[config.mk]
export PLATFORM = sky130hd
export DESIGN_NAME = mem_router
export DESIGN_NICKNAME = d
export VERILOG_FILES = /design/src/rtl/mem_router.sv
export SDC_FILE = /design/constraint.sdc
export NUM_CORES = 1
export LEC_CHECK = 0
export ABC_AREA = 1
export CORE_ASPECT_RATIO = 1.4
export CORE_MARGIN = 8
export CORE_UTILIZATION = 35
export CTS_CLUSTER_SIZE = 16
export DETAILED_ROUTE_END_ITERATION = 16
export PLACE_DENSITY = 0.79
export SYNTH_ARGS = -nofsm -noshare
export SYNTH_HDL_FRONTEND = slang
export SYNTH_SLANG_ARGS = --single-unit
[constraint.sdc]
create_clock -name clock -period 3.1 [get_ports clock]
set_input_delay 0.62 -clock clock [delete_from_list [all_inputs] [get_ports clock]]
set_output_delay 0.62 -clock clock [all_outputs]
set_load 0.03 [all_outputs]
[src/rtl/mem_router.sv]
// mem_router: routes the core's single memory master port to NUM_SLAVES
// peripherals by address region. One transaction is in flight at a time;
// unmapped addresses complete immediately with an access-fault response.
// Optional feature: define MEM_ROUTER_TIMEOUT_EN to add a wait-state limit
// that turns an unresponsive slave into an error response.
module mem_router #(
  parameter int                   NUM_SLAVES     = 5,
  parameter logic [NUM_SLAVES*32-1:0] BASE_ADDR  = {32'h80000000, 32'h03000000,
                                                    32'h02000000, 32'h01000000,
                                                    32'h00000000},
  parameter logic [NUM_SLAVES*32-1:0] TOP_ADDR   = {32'h90000000, 32'h03005000,
                                                    32'h0200C000, 32'h01000004,
                                                    32'h00000080},
  parameter int                   TIMEOUT_CYCLES = 1024
) (
  input  logic                     clock,
  input  logic                     reset,
  // master side
  input  logic                     m_valid,
  input  logic                     m_instr,
  input  logic [31:0]              m_addr,
  input  logic [31:0]              m_wdata,
  input  logic [3:0]               m_wstrb,
  output logic [31:0]              m_rdata,
  output logic                     m_ready,
  output logic                     m_error,
  output logic                     busy,
  // slave side
  output logic [NUM_SLAVES-1:0]    s_valid,
  output logic                     s_instr,
  output logic [31:0]              s_addr,
  output logic [31:0]              s_wdata,
  output logic [3:0]               s_wstrb,
  input  logic [NUM_SLAVES*32-1:0] s_rdata,
  input  logic [NUM_SLAVES-1:0]    s_ready
);

  localparam int SEL_W = (NUM_SLAVES > 1) ? $clog2(NUM_SLAVES) : 1;

  // Elaboration-time guard against parameter sets the decoder cannot serve.
  if (NUM_SLAVES < 1 || NUM_SLAVES > 16 || TIMEOUT_CYCLES < 1) begin : g_bad_params
    $error("mem_router: NUM_SLAVES must be 1..16 and TIMEOUT_CYCLES >= 1");
  end

  typedef enum logic [2:0] {
    IDLE = 3'd0,
    REQ  = 3'd1,
    WAIT = 3'd2,
    RESP = 3'd3,
    ERR  = 3'd4
  } state_t;

  state_t           state;
  logic [SEL_W-1:0] sel;

  logic             dec_hit;
  logic [SEL_W-1:0] dec_idx;
  logic             sel_ready;
  logic [31:0]      sel_rdata;

`ifdef MEM_ROUTER_TIMEOUT_EN
  localparam int CNT_W = $clog2(TIMEOUT_CYCLES) + 1;
  localparam logic [CNT_W-1:0] CNT_LAST = CNT_W'(TIMEOUT_CYCLES - 1);
  logic [CNT_W-1:0] wait_cnt;
`endif

  // Region decode: scan downwards so that the lowest matching index wins.
  // NOTE: every output of a combinational block gets a default first, so no
  // path leaves it unassigned and no latch is inferred.
  always_comb begin
    dec_hit = 1'b0;
    dec_idx = '0;
    for (int i = NUM_SLAVES - 1; i >= 0; i--) begin
      if (m_addr >= BASE_ADDR[i*32 +: 32] && m_addr < TOP_ADDR[i*32 +: 32]) begin
        dec_hit = 1'b1;
        dec_idx = SEL_W'(i);
      end
    end
  end

  // Response lane of the currently selected slave; other lanes are ignored.
  always_comb begin
    sel_ready = s_ready[sel];
    sel_rdata = s_rdata[int'(sel)*32 +: 32];
  end

  // Transaction FSM with registered master/slave outputs.
  // NOTE: state and outputs here use non-blocking assignments so that every
  // register samples the pre-edge values, independent of statement order.
  always_ff @(posedge clock or negedge reset) begin
    if (!reset) begin
      state    <= IDLE;
      sel      <= '0;
      s_valid  <= '0;
      s_instr  <= 1'b0;
      s_addr   <= '0;
      s_wdata  <= '0;
      s_wstrb  <= '0;
      m_rdata  <= '0;
      m_ready  <= 1'b0;
      m_error  <= 1'b0;
      busy     <= 1'b0;
`ifdef MEM_ROUTER_TIMEOUT_EN
      wait_cnt <= '0;
`endif
    end else begin
      // Pulsed outputs default low; the branches below raise them for one cycle.
      s_valid <= '0;
      m_ready <= 1'b0;
      m_error <= 1'b0;

      unique case (state)
        IDLE: begin
          if (m_valid) begin
            s_instr <= m_instr;
            s_addr  <= m_addr;
            s_wdata <= m_wdata;
            s_wstrb <= m_wstrb;
            sel     <= dec_idx;
            busy    <= 1'b1;
            if (dec_hit) begin
              state            <= REQ;
              s_valid[dec_idx] <= 1'b1;
            end else begin
              state   <= ERR;
              m_ready <= 1'b1;
              m_error <= 1'b1;
              m_rdata <= '0;
            end
          end
        end

        REQ: begin
          // A slave that answers while its request is still visible is accepted.
          if (sel_ready) begin
            state   <= RESP;
            m_ready <= 1'b1;
            m_rdata <= sel_rdata;
          end else begin
            state <= WAIT;
`ifdef MEM_ROUTER_TIMEOUT_EN
            wait_cnt <= '0;
`endif
          end
        end

        WAIT: begin
          if (sel_ready) begin
            state   <= RESP;
            m_ready <= 1'b1;
            m_rdata <= sel_rdata;
          end
`ifdef MEM_ROUTER_TIMEOUT_EN
          else if (wait_cnt == CNT_LAST) begin
            state   <= ERR;
            m_ready <= 1'b1;
            m_error <= 1'b1;
            m_rdata <= '0;
          end else if (wait_cnt != '1) begin
            wait_cnt <= wait_cnt + 1'b1;
          end
`endif
        end

        RESP, ERR: begin
          state <= IDLE;
          busy  <= 1'b0;
        end

        default: begin
          state <= IDLE;
          busy  <= 1'b0;
        end
      endcase
    end
  end

endmodule

==> results of run 1 <==
==> logic make-up after synthesis <==
kind of cell | share of synthesized area (%)
compound gates | 6.33
flops | 44.2
simple gates | 41.3
buf+inv | 8.17
==> through the flow <==
step                cell area [sq um]  utilization, %  power, mW  std cells  hold WS (ns)
floorplan                        6510               -       5.68        856         0.324
global placement                10100            54.7       7.63       1401         0.453
detailed placement              10100            54.7       7.72       1401         0.457
CTS                             10700            58.2       9.90       1433         0.167
global route                    10700            58.2       10.4       1433         0.191
finish                          10700            58.2       9.78       1433         0.161
==> report_power, final <==
group	internal (mW)	total (mW)	switching, mW	leakage, nW
Combinational	1.95	5.22	3.27	3.52
Clock	1.36	2.13	0.769	0.301
Sequential	2.09	2.43	0.346	1.47
==> layout make-up <==
cell class / count / share of cell area [%]
Clock buffer: 18 / 4.01
Clock inverter: 14 / 1.92
Inverter: 56 / 1.99
Multi-Input combinational cell: 627 / 29.0
Sequential cell: 115 / 26.9
Tap cell: 244 / 2.85
Timing Repair Buffer: 359 / 33.4
==> layer usage <==
layer | vias up | wire, um | track usage (%)
met4 | 2 | 739 | 8.98
met2 | 315 | 12300 | 36.0
li1 | 3386 | - | -
met1 | 3248 | 10100 | 24.0
met5 | - | 13 | 0
met3 | 39 | 2290 | 8.07
==> worst max-delay path, stage by stage (launching register included) <==
cell     delay, ns
dfrtp_1       0.40
inv_4         0.31
nand2_2       0.53
o21ai_2       0.44
nand2_2       0.15
nand2_8       0.41
nand2_1       0.10
nand2_1       0.08
==> worst min path at each step <==
stage | from | to | cells past startpoint
6_report | reset | m_rdata[1] | 1
3_5_place_dp | s_wdata[27] | s_wdata[27] | 2
2_1_floorplan | reset | busy | 0
3_3_place_gp | s_wdata[8] | s_wdata[8] | 2
5_1_grt | reset | m_rdata[1] | 1
4_1_cts | reset | m_rdata[1] | 1
==> cells in the final DEF (no fill, tap or decap), types with 2 or more instances in the layout <==
cell	count
nor2_4	2
nor2_1	19
dfrtp_1	115
o221ai_1	32
nand3_1	136
nand2_1	343
o21ai_2	4
clkinv_4	6
nand2_2	34
clkinvlp_4	2
inv_6	2
buf_4	14
bufinv_16	4
o21ai_0	14
inv_2	7
nor2_2	5
nand2_4	29
clkdlybuf4s50_1	344
inv_1	48
nor3_1	2
clkbuf_16	17
==> registers in the layout, summed over array words and instances, names as in the netlist <==
register,flops
s_instr,1
m_rdata,32
busy,1
s_valid,5
s_wstrb,4
s_addr,32
s_wdata,32
state,3
m_ready,1
m_error,1
sel,3
==> metrics.cfg, run 1 <==
[pwr]
p_leak_nw = 5.29
ir_drop_uv = 511
powerDensity_nw_per_um2 = 915

[clock_network]
cts_buffers = 17
cts_tree = done
cts.hold.buffers_added = 0
clockBufferDepth = 2
cts_root_buffer = clkbuf_16
insertion_delay_ns = 0.41
postCtsSetupBuffers = 0
cts.sinks = 115
htreeDepth = 4
ctsResizeCount = 0
cts.clk_slew.worst_paths_ns = 0.06

[logic_synthesis]
async_flop_share_pct = 100
yosys_warnings = 0
syn_area_sq_um = 6510
synth_most_common_cell = nand2_1
synthesis.nets = 1093
syn_area_per_cell_sq_um = 7.60
synthCells = 856
synth_edf_count = 0
ys_seq_area_share_pct = 44.2
ys_types = 27
synthTopCellsByArea = dfrtp_1, nand2_1, nand3_1
synth_flop_cell = dfrtp_1
synth_seq_cells = 115
yosysTopAreaCell = dfrtp_1
yosysTopAreaCellShare_pct = 44.2
synth_common_cells = nand2_1, nand3_1, dfrtp_1, inv_1, nand2_2

[global_routing]
grt_max_degree = 55
antenna_found_initial = 1
grt_usage_pct = 21.4
grt_pass1_vias = 7169
grt_pass1_wl_mm = 39.8
grt-ovfl-total = 0

[setup_path]
critPathMaxFanout = 36
rrSetupSlack_ns = 0.52
cp.required_ns = 3.44
arrival_ns = 2.91
r2r-start = sel[1]
worstSetupPathType = reg2reg
r2r-end = m_rdata[31]
end_kind = register
reg2regPathDepth = 7
startpoint_type = register
critical_path.startpoint = sel[1]
crit_end = m_rdata[31]

[sta]
worstMarginPinSlew_ns = 0.733
max_clock_freq_ghz = 0.388
fin_setup_tns_ns = 0
fin_skew_ns = 0.0101
hold_viol_final = 0
slew_headroom_pct = 51.0
period_needed_ns = 2.58
finalSetupViolCount = 0
grt_setup_unrepaired = no
fin_crit_sh_pct = 83.1
final_max_slew_viol_count = 0
fin_ws_ns = 0.524

[die]
rows = 59
dieArea_sq_um = 23300
num_io_pins = 346
start_util_pct = 35.4
die_h_um = 177
core_sq_um = 18400
die_w_um = 131

[placement]
portBuffers = 345
gp_congestion = 0.844
post-dp-hpwl_mm = 19.3
pre_cts_slack_ns = 0.360

[final_layout]
seqCellArea_sq_um = 2880
multi_input_area_sq_um = 3100
drive_gt1_share_pct = 10.9
fin_nets = 1413
n_fill_cell = 1659
syn_to_final_growth_pct = 64.4
diodes = 0

[run_status]
status = finished, final reports clean

[hold_path]
hold_path_class = in2async

[detailed_routing]
vias = 6990
dr.pass1.iters = 5
viasPerCell = 4.88
wire_per_inst_um = 17.8
ant_nets = 0
route.detailed.drc = 0
drt-total-wl_mm = 25.5
drtIter0Drc = 325

[flow_run]
max_cap_violations = 0

(Power assumes the default switching activity.)
==> run 2: changes to the inputs <==
==> constraint.sdc (replaced) <==
create_clock -name clock -period 2.47 [get_ports clock]
set_input_delay 0.494 -clock clock [delete_from_list [all_inputs] [get_ports clock]]
set_output_delay 0.494 -clock clock [all_outputs]
set_load 0.03 [all_outputs]
==> run 2 against run 1 <==
Net effect: worst setup slack got worse by 0.059 ns; routed wire length grew 1.5%; utilization increased by 0.38 points; count of clock-buffer cells in the layout increased by 3; clock skew about the same; register-to-register slack hardly changed; final area grew 0.66%; first-iteration DRC count fell by 4.9%; clock power is 12% higher; critical path depth is 6 lower; combinational power rose by 29%; critical path type is now reg2out.
==> metrics.cfg, run 2 (synthesized netlist as in run 1, its figures left out) <==
[global_routing]
grt_pass1_wl_mm = 40.6  ; was 39.8 mm
antenna_found_initial = 1  ; unchanged
grt_max_degree = 53  ; was 55
grt_usage_pct = 21.9  ; was 21.4%
grt_pass1_vias = 7231  ; was 7,169
grt-ovfl-total = 0  ; unchanged

[die]
die_h_um = 177  ; unchanged
core_sq_um = 18400  ; unchanged
start_util_pct = 35.4  ; unchanged
rows = 59  ; unchanged
dieArea_sq_um = 23300  ; unchanged
num_io_pins = 346  ; unchanged
die_w_um = 131  ; unchanged

[clock_network]
htreeDepth = 4  ; unchanged
postCtsSetupBuffers = 0  ; unchanged
ctsResizeCount = 0  ; unchanged
cts.clk_slew.worst_paths_ns = 0.06  ; about the same
cts.hold.buffers_added = 0  ; unchanged
cts_tree = done  ; unchanged
cts_buffers = 17  ; unchanged
insertion_delay_ns = 0.40  ; was 0.41 ns
cts.sinks = 115  ; unchanged
cts_root_buffer = clkbuf_16  ; unchanged
clockBufferDepth = 2  ; unchanged

[sta]
final_max_slew_viol_count = 0  ; unchanged
max_clock_freq_ghz = 0.499
fin_ws_ns = 0.465  ; was 0.524 ns
finalSetupViolCount = 0  ; unchanged
whs_ns = 0.0541  ; was 0.161 ns
worstMarginPinSlew_ns = 0.743  ; was 0.733 ns
slew_headroom_pct = 50.5  ; was 51.0%
fin_setup_tns_ns = 0  ; unchanged
fin_skew_ns = 0.00977  ; was 0.0101 ns
fin_crit_sh_pct = 81.2
grt_setup_unrepaired = no  ; unchanged
hold_viol_final = 0  ; unchanged
period_needed_ns = 2.01

[pwr]
ir_drop_uv = 843  ; was 511 uV
powerDensity_nw_per_um2 = 1130  ; was 915 nW/um^2
p_leak_nw = 5.32  ; was 5.29 nW
totalPowerFinal_mw = 12.2  ; was 9.78 mW

[final_layout]
diodes = 0  ; unchanged
drive_gt1_share_pct = 11.6  ; was 10.9%
final_util_pct = 58.6  ; was 58.2%
fin_nets = 1422  ; was 1,413
top_regs = m_rdata x32, s_addr x32, s_wdata x32  ; unchanged
finalInstanceArea_sq_um = 10800  ; was 10,700 sq um
final_cells = 1442  ; was 1,433
final_cell_mix = clkdlybuf4s50_1, nand2_1, nand3_1  ; unchanged
layout_commonest_cell = clkdlybuf4s50_1  ; unchanged
syn_to_final_growth_pct = 65.4  ; was 64.4%

[placement]
portBuffers = 345  ; unchanged
gp_congestion = 0.841  ; was 0.844
place_area_sq_um = 10200  ; was 10,100 sq um
pre_cts_slack_ns = 0.138  ; was 0.360 ns
dp_cells = 1410  ; was 1,401
post-dp-hpwl_mm = 20.1  ; was 19.3 mm

[detailed_routing]
vias = 6982  ; was 6,990
dr.pass1.iters = 4  ; was 5
wire_per_inst_um = 17.9  ; was 17.8 um
drtIter0Drc = 309  ; was 325
drt-total-wl_mm = 25.9  ; was 25.5 mm
ant_nets = 0  ; unchanged
viasPerCell = 4.84  ; was 4.88
route.detailed.drc = 0  ; unchanged

[setup_path]
rrSetupSlack_ns = 0.51  ; was 0.52 ns
cp_slowest_cell = clkdlybuf4s50_1  ; was nand2_2
path_cells = clkdlybuf4s50_1  ; was inv_4 -> nand2_2 -> o21ai_2 -> nand2_2 -> nand2_8 -> nand2_1 -> nand2_1
worstSetupPathType = reg2out  ; was reg2reg
critPathMaxFanout = 2  ; was 36
worst-path-buf-inv = 1  ; unchanged
arrival_ns = 1.51  ; was 2.91 ns
end_kind = output port  ; was register
slowest_delay_ns = 0.71  ; was 0.53 ns
crit_family = buffers and inverters  ; was simple AND/OR/NAND/NOR gates
cp.required_ns = 1.98  ; was 3.44 ns
startpoint_type = register  ; unchanged

[hold_path]
hold_path_class = in2async  ; unchanged

[flow_run]
max_cap_violations = 0  ; unchanged

[run_status]
status = finished, final reports clean  ; unchanged

## run 2: cell count changes in the layout (fill, tap and decap cells not counted), sizes merged
| cell | delta |
|---|---|
| bufinv | -3 |
| buf | +9 |
| clkinvlp | +3 |
| clkinv | -2 |
| clkbuf | +3 |
| inv | -1 |
## run 2: metal layers
metal	GRT usage (%)	vias up	wire (um)
li1	-	3406	-
met1	23.8	3226	9950
met2	37.8	309	12900
met3	8.50	39	2330
met4	8.35	2	719
met5	0	-	12
## run 2: worst paths after layout
path	cells past startpoint	from	to
max in group asynchronous	2	reset	s_wdata[7]
worst max-delay path	1	s_addr[19]	s_addr[19]
worst min-delay path	1	reset	m_rdata[0]
worst max register to register	9	sel[0]	m_rdata[13]
worst min register to register	2	s_wdata[25]	s_wdata[25]
min in group clock	2	s_wdata[25]	s_wdata[25]
## run 2: cell type report
cell class,count,area (sq um)
Clock inverter,11,104
Tap cell,244,305
Fill cell,1641,7610
Sequential cell,115,2880
Multi-Input combinational cell,627,3100
Inverter,56,213
Clock buffer,21,470
Timing Repair Buffer,368,3700
## run 2: where the power goes
group | switching (mW) | internal, mW
logic | 4.13 | 2.57
clock network | 0.917 | 1.47
registers | 0.440 | 2.62
total | 5.49 | 6.66
==> run 3: changes to the inputs <==
--- a/config.mk
+++ b/config.mk
@@ -11,7 +11,7 @@
 export CORE_UTILIZATION = 35
 export CTS_CLUSTER_SIZE = 16
 export DETAILED_ROUTE_END_ITERATION = 16
-export PLACE_DENSITY = 0.79
+export PLACE_DENSITY = 0.82
 export SYNTH_ARGS = -nofsm -noshare
 export SYNTH_HDL_FRONTEND = slang
 export SYNTH_SLANG_ARGS = --single-unit
==> constraint.sdc (replaced) <==
create_clock -name clock -period 1.8 [get_ports clock]
set_input_delay 0.36 -clock clock [delete_from_list [all_inputs] [get_ports clock]]
set_output_delay 0.36 -clock clock [all_outputs]
set_load 0.03 [all_outputs]
==> run 3 against run 2 <==
Net effect: clock skew is essentially flat; critical path depth grew 11; via count grew 4.0%; die area is the same; sequential cell count is the same; utilization grew 1.8 points; global-route usage grew 1.7 points; combinational power grew 37%.
==> metrics.cfg, run 3 (synthesized netlist as in run 1, its figures left out) <==
[global_routing]
grt-ovfl-total = 0  ; unchanged
antenna_found_initial = 9  ; was 1
grt_usage_pct = 23.6  ; was 21.9%
grt_pass1_vias = 7580  ; was 7,231
grt_max_degree = 67  ; was 53
grt_pass1_wl_mm = 42.9  ; was 40.6 mm

[clock_network]
cts_tree = done  ; unchanged
htreeDepth = 4  ; unchanged
insertion_delay_ns = 0.41  ; was 0.40 ns
cts_root_buffer = clkbuf_16  ; unchanged
cts.sinks = 115  ; unchanged
clockBufferDepth = 2  ; unchanged
cts_buffers = 17  ; unchanged
cts.clk_slew.worst_paths_ns = 0.06  ; about the same

[setup_path]
path_cells = clkdlybuf4s50_1 -> nor2_2 -> nand2_2 -> nor2_2 -> nand2_4 -> o21ai_4 -> nor2_4 -> nand3_4 -> nand2_8 -> clkbuf_16 -> nand2_4 -> nand2_2  ; was clkdlybuf4s50_1
critPathMaxFanout = 8  ; was 2
cp_slowest_cell = clkdlybuf4s50_1  ; unchanged
slowest_delay_ns = 0.49  ; was 0.71 ns
arrival_ns = 2.04  ; was 1.51 ns
end_kind = register  ; was output port
crit_family = simple AND/OR/NAND/NOR gates  ; was buffers and inverters
cp.required_ns = 2.09  ; was 1.98 ns
worst-path-buf-inv = 2  ; was 1
worstSetupPathType = in2reg  ; was reg2out
startpoint_type = input port  ; was register

[final_layout]
drive_gt1_share_pct = 14.1  ; was 11.6%
final_cells = 1470  ; was 1,442
layout_commonest_cell = nand2_1  ; was clkdlybuf4s50_1
n_fill_cell = 1642  ; was 1,641
final_cell_mix = nand2_1, clkdlybuf4s50_1, nand3_1  ; was clkdlybuf4s50_1, nand2_1, nand3_1
fin_nets = 1447  ; was 1,422
syn_to_final_growth_pct = 70.5  ; was 65.4%
final_util_pct = 60.4  ; was 58.6%
top_regs = m_rdata x32, s_addr x32, s_wdata x32  ; unchanged

[die]
dieArea_sq_um = 23300  ; unchanged
die_h_um = 177  ; unchanged
rows = 59  ; unchanged
start_util_pct = 35.4  ; unchanged
num_io_pins = 346  ; unchanged
die_w_um = 131  ; unchanged
core_sq_um = 18400  ; unchanged

[pwr]
totalPowerFinal_mw = 16.8  ; was 12.2 mW
ir_drop_uv = 1030  ; was 843 uV
p_leak_nw = 5.90  ; was 5.32 nW
powerDensity_nw_per_um2 = 1520  ; was 1130 nW/um^2

[sta]
slew_headroom_pct = 64.9  ; was 50.5%
worstMarginPinSlew_ns = 0.524  ; was 0.743 ns
whs_ns = 0.234  ; was 0.0541 ns
finalSetupViolCount = 0  ; unchanged
final_max_slew_viol_count = 0  ; unchanged
period_needed_ns = 1.75
fin_skew_ns = 0.00939  ; was 0.00977 ns
hold_viol_final = 0  ; unchanged
max_clock_freq_ghz = 0.571
fin_crit_sh_pct = 97.3
fin_ws_ns = 0.0485  ; was 0.465 ns

[detailed_routing]
viasPerCell = 4.94  ; was 4.84
route.detailed.drc = 0  ; unchanged
ant_nets = 0  ; unchanged
drtIter0Drc = 451  ; was 309
dr.pass1.iters = 5  ; was 4
vias = 7264  ; was 6,982
wire_per_inst_um = 19.1  ; was 17.9 um
drt-total-wl_mm = 28.1  ; was 25.9 mm

[run_status]
status = finished, final reports clean  ; unchanged

[hold_path]
hold_path_class = in2reg  ; was in2async

[placement]
pre_cts_slack_ns = -0.374  ; was 0.138 ns
portBuffers = 345  ; unchanged
dp_cells = 1431  ; was 1,410
post-dp-hpwl_mm = 22.1  ; was 20.1 mm
gp_congestion = 0.945  ; was 0.841

[flow_run]
max_cap_violations = 0  ; unchanged

## run 3: cell types whose count changed in the layout (fill, tap and decap cells not counted), sizes merged
| cell | previous run | this run |
|---|---|---|
| clkbuf | 21 | 20 |
| clkinv | 4 | 5 |
| clkdlybuf4s50 | 344 | 232 |
| buf | 24 | 47 |
| bufinv | 1 | 3 |
| dlygate4sd2 | 0 | 108 |
| dlymetal6s2s | 0 | 3 |
| dlygate4sd3 | 0 | 1 |
| diode | 0 | 3 |
| clkinvlp | 5 | 2 |
| inv | 57 | 60 |
## run 3: where the power goes
part | internal (mW) | switching, mW | total, mW
logic | 3.27 | 5.90 | 9.17
registers | 3.60 | 0.531 | 4.13
clock network | 2.23 | 1.29 | 3.53
## run 3: final cells by class
cell class,count,area (sq um),area share (%)
Clock buffer,18,439,3.96
Timing Repair Buffer,393,3910,35.2
Inverter,56,215,1.94
Antenna cell,3,7.51,0.0677
Tap cell,244,305,2.75
Multi-Input combinational cell,627,3170,28.5
Clock inverter,14,176,1.59
Sequential cell,115,2880,25.9
## run 3: worst paths after layout
path	start	end	slack [ns]	depth (start not counted)
worst max-delay path	m_addr[31]	m_rdata[21]	0.05	12
worst min-delay path	m_addr[18]	s_addr[18]	0.23	3
worst max register to register	sel[0]	m_rdata[22]	0.12	9
worst min register to register	s_wdata[25]	s_wdata[25]	0.46	2
max in group asynchronous	reset	s_addr[29]	0.77	3
min in group asynchronous	reset	s_wdata[13]	0.42	2
## run 3: layer usage
metal  global-route usage, %  wire (um)  up-vias
li1                        -          -     3466
met1                    24.9      10600     3372
met2                    39.6      13300      355
met3                    11.4       3200       57
met4                    9.91        899       14
met5                       0         82        -
## run 3: worst register-to-register path, delay by kind of cell (launching register included)
kind / cells / cell delay [ns]
simple gates: 5 / 0.46
compound gates: 1 / 0.26
flops: 1 / 0.42
buf+inv: 3 / 0.43
## run 3: stage by stage
step	TNS [ns]	instance area, sq um
floorplan	0	6510
global placement	-10.96	10500
detailed placement	-12.91	10500
CTS	0	11000
global route	-0.0277	11100
finish	0	11100
## run 3: repair_timing
item | 4_1_cts | 5_1_grt
endpoints found under the hold margin | 20 | 0
hold buffers | 1 | 0
setup buffers | 0 | 1
setup endpoints to repair | 116 | 32
cloned | 0 | 2
resized for setup | 109 | 19
pin swaps | 0 | 9
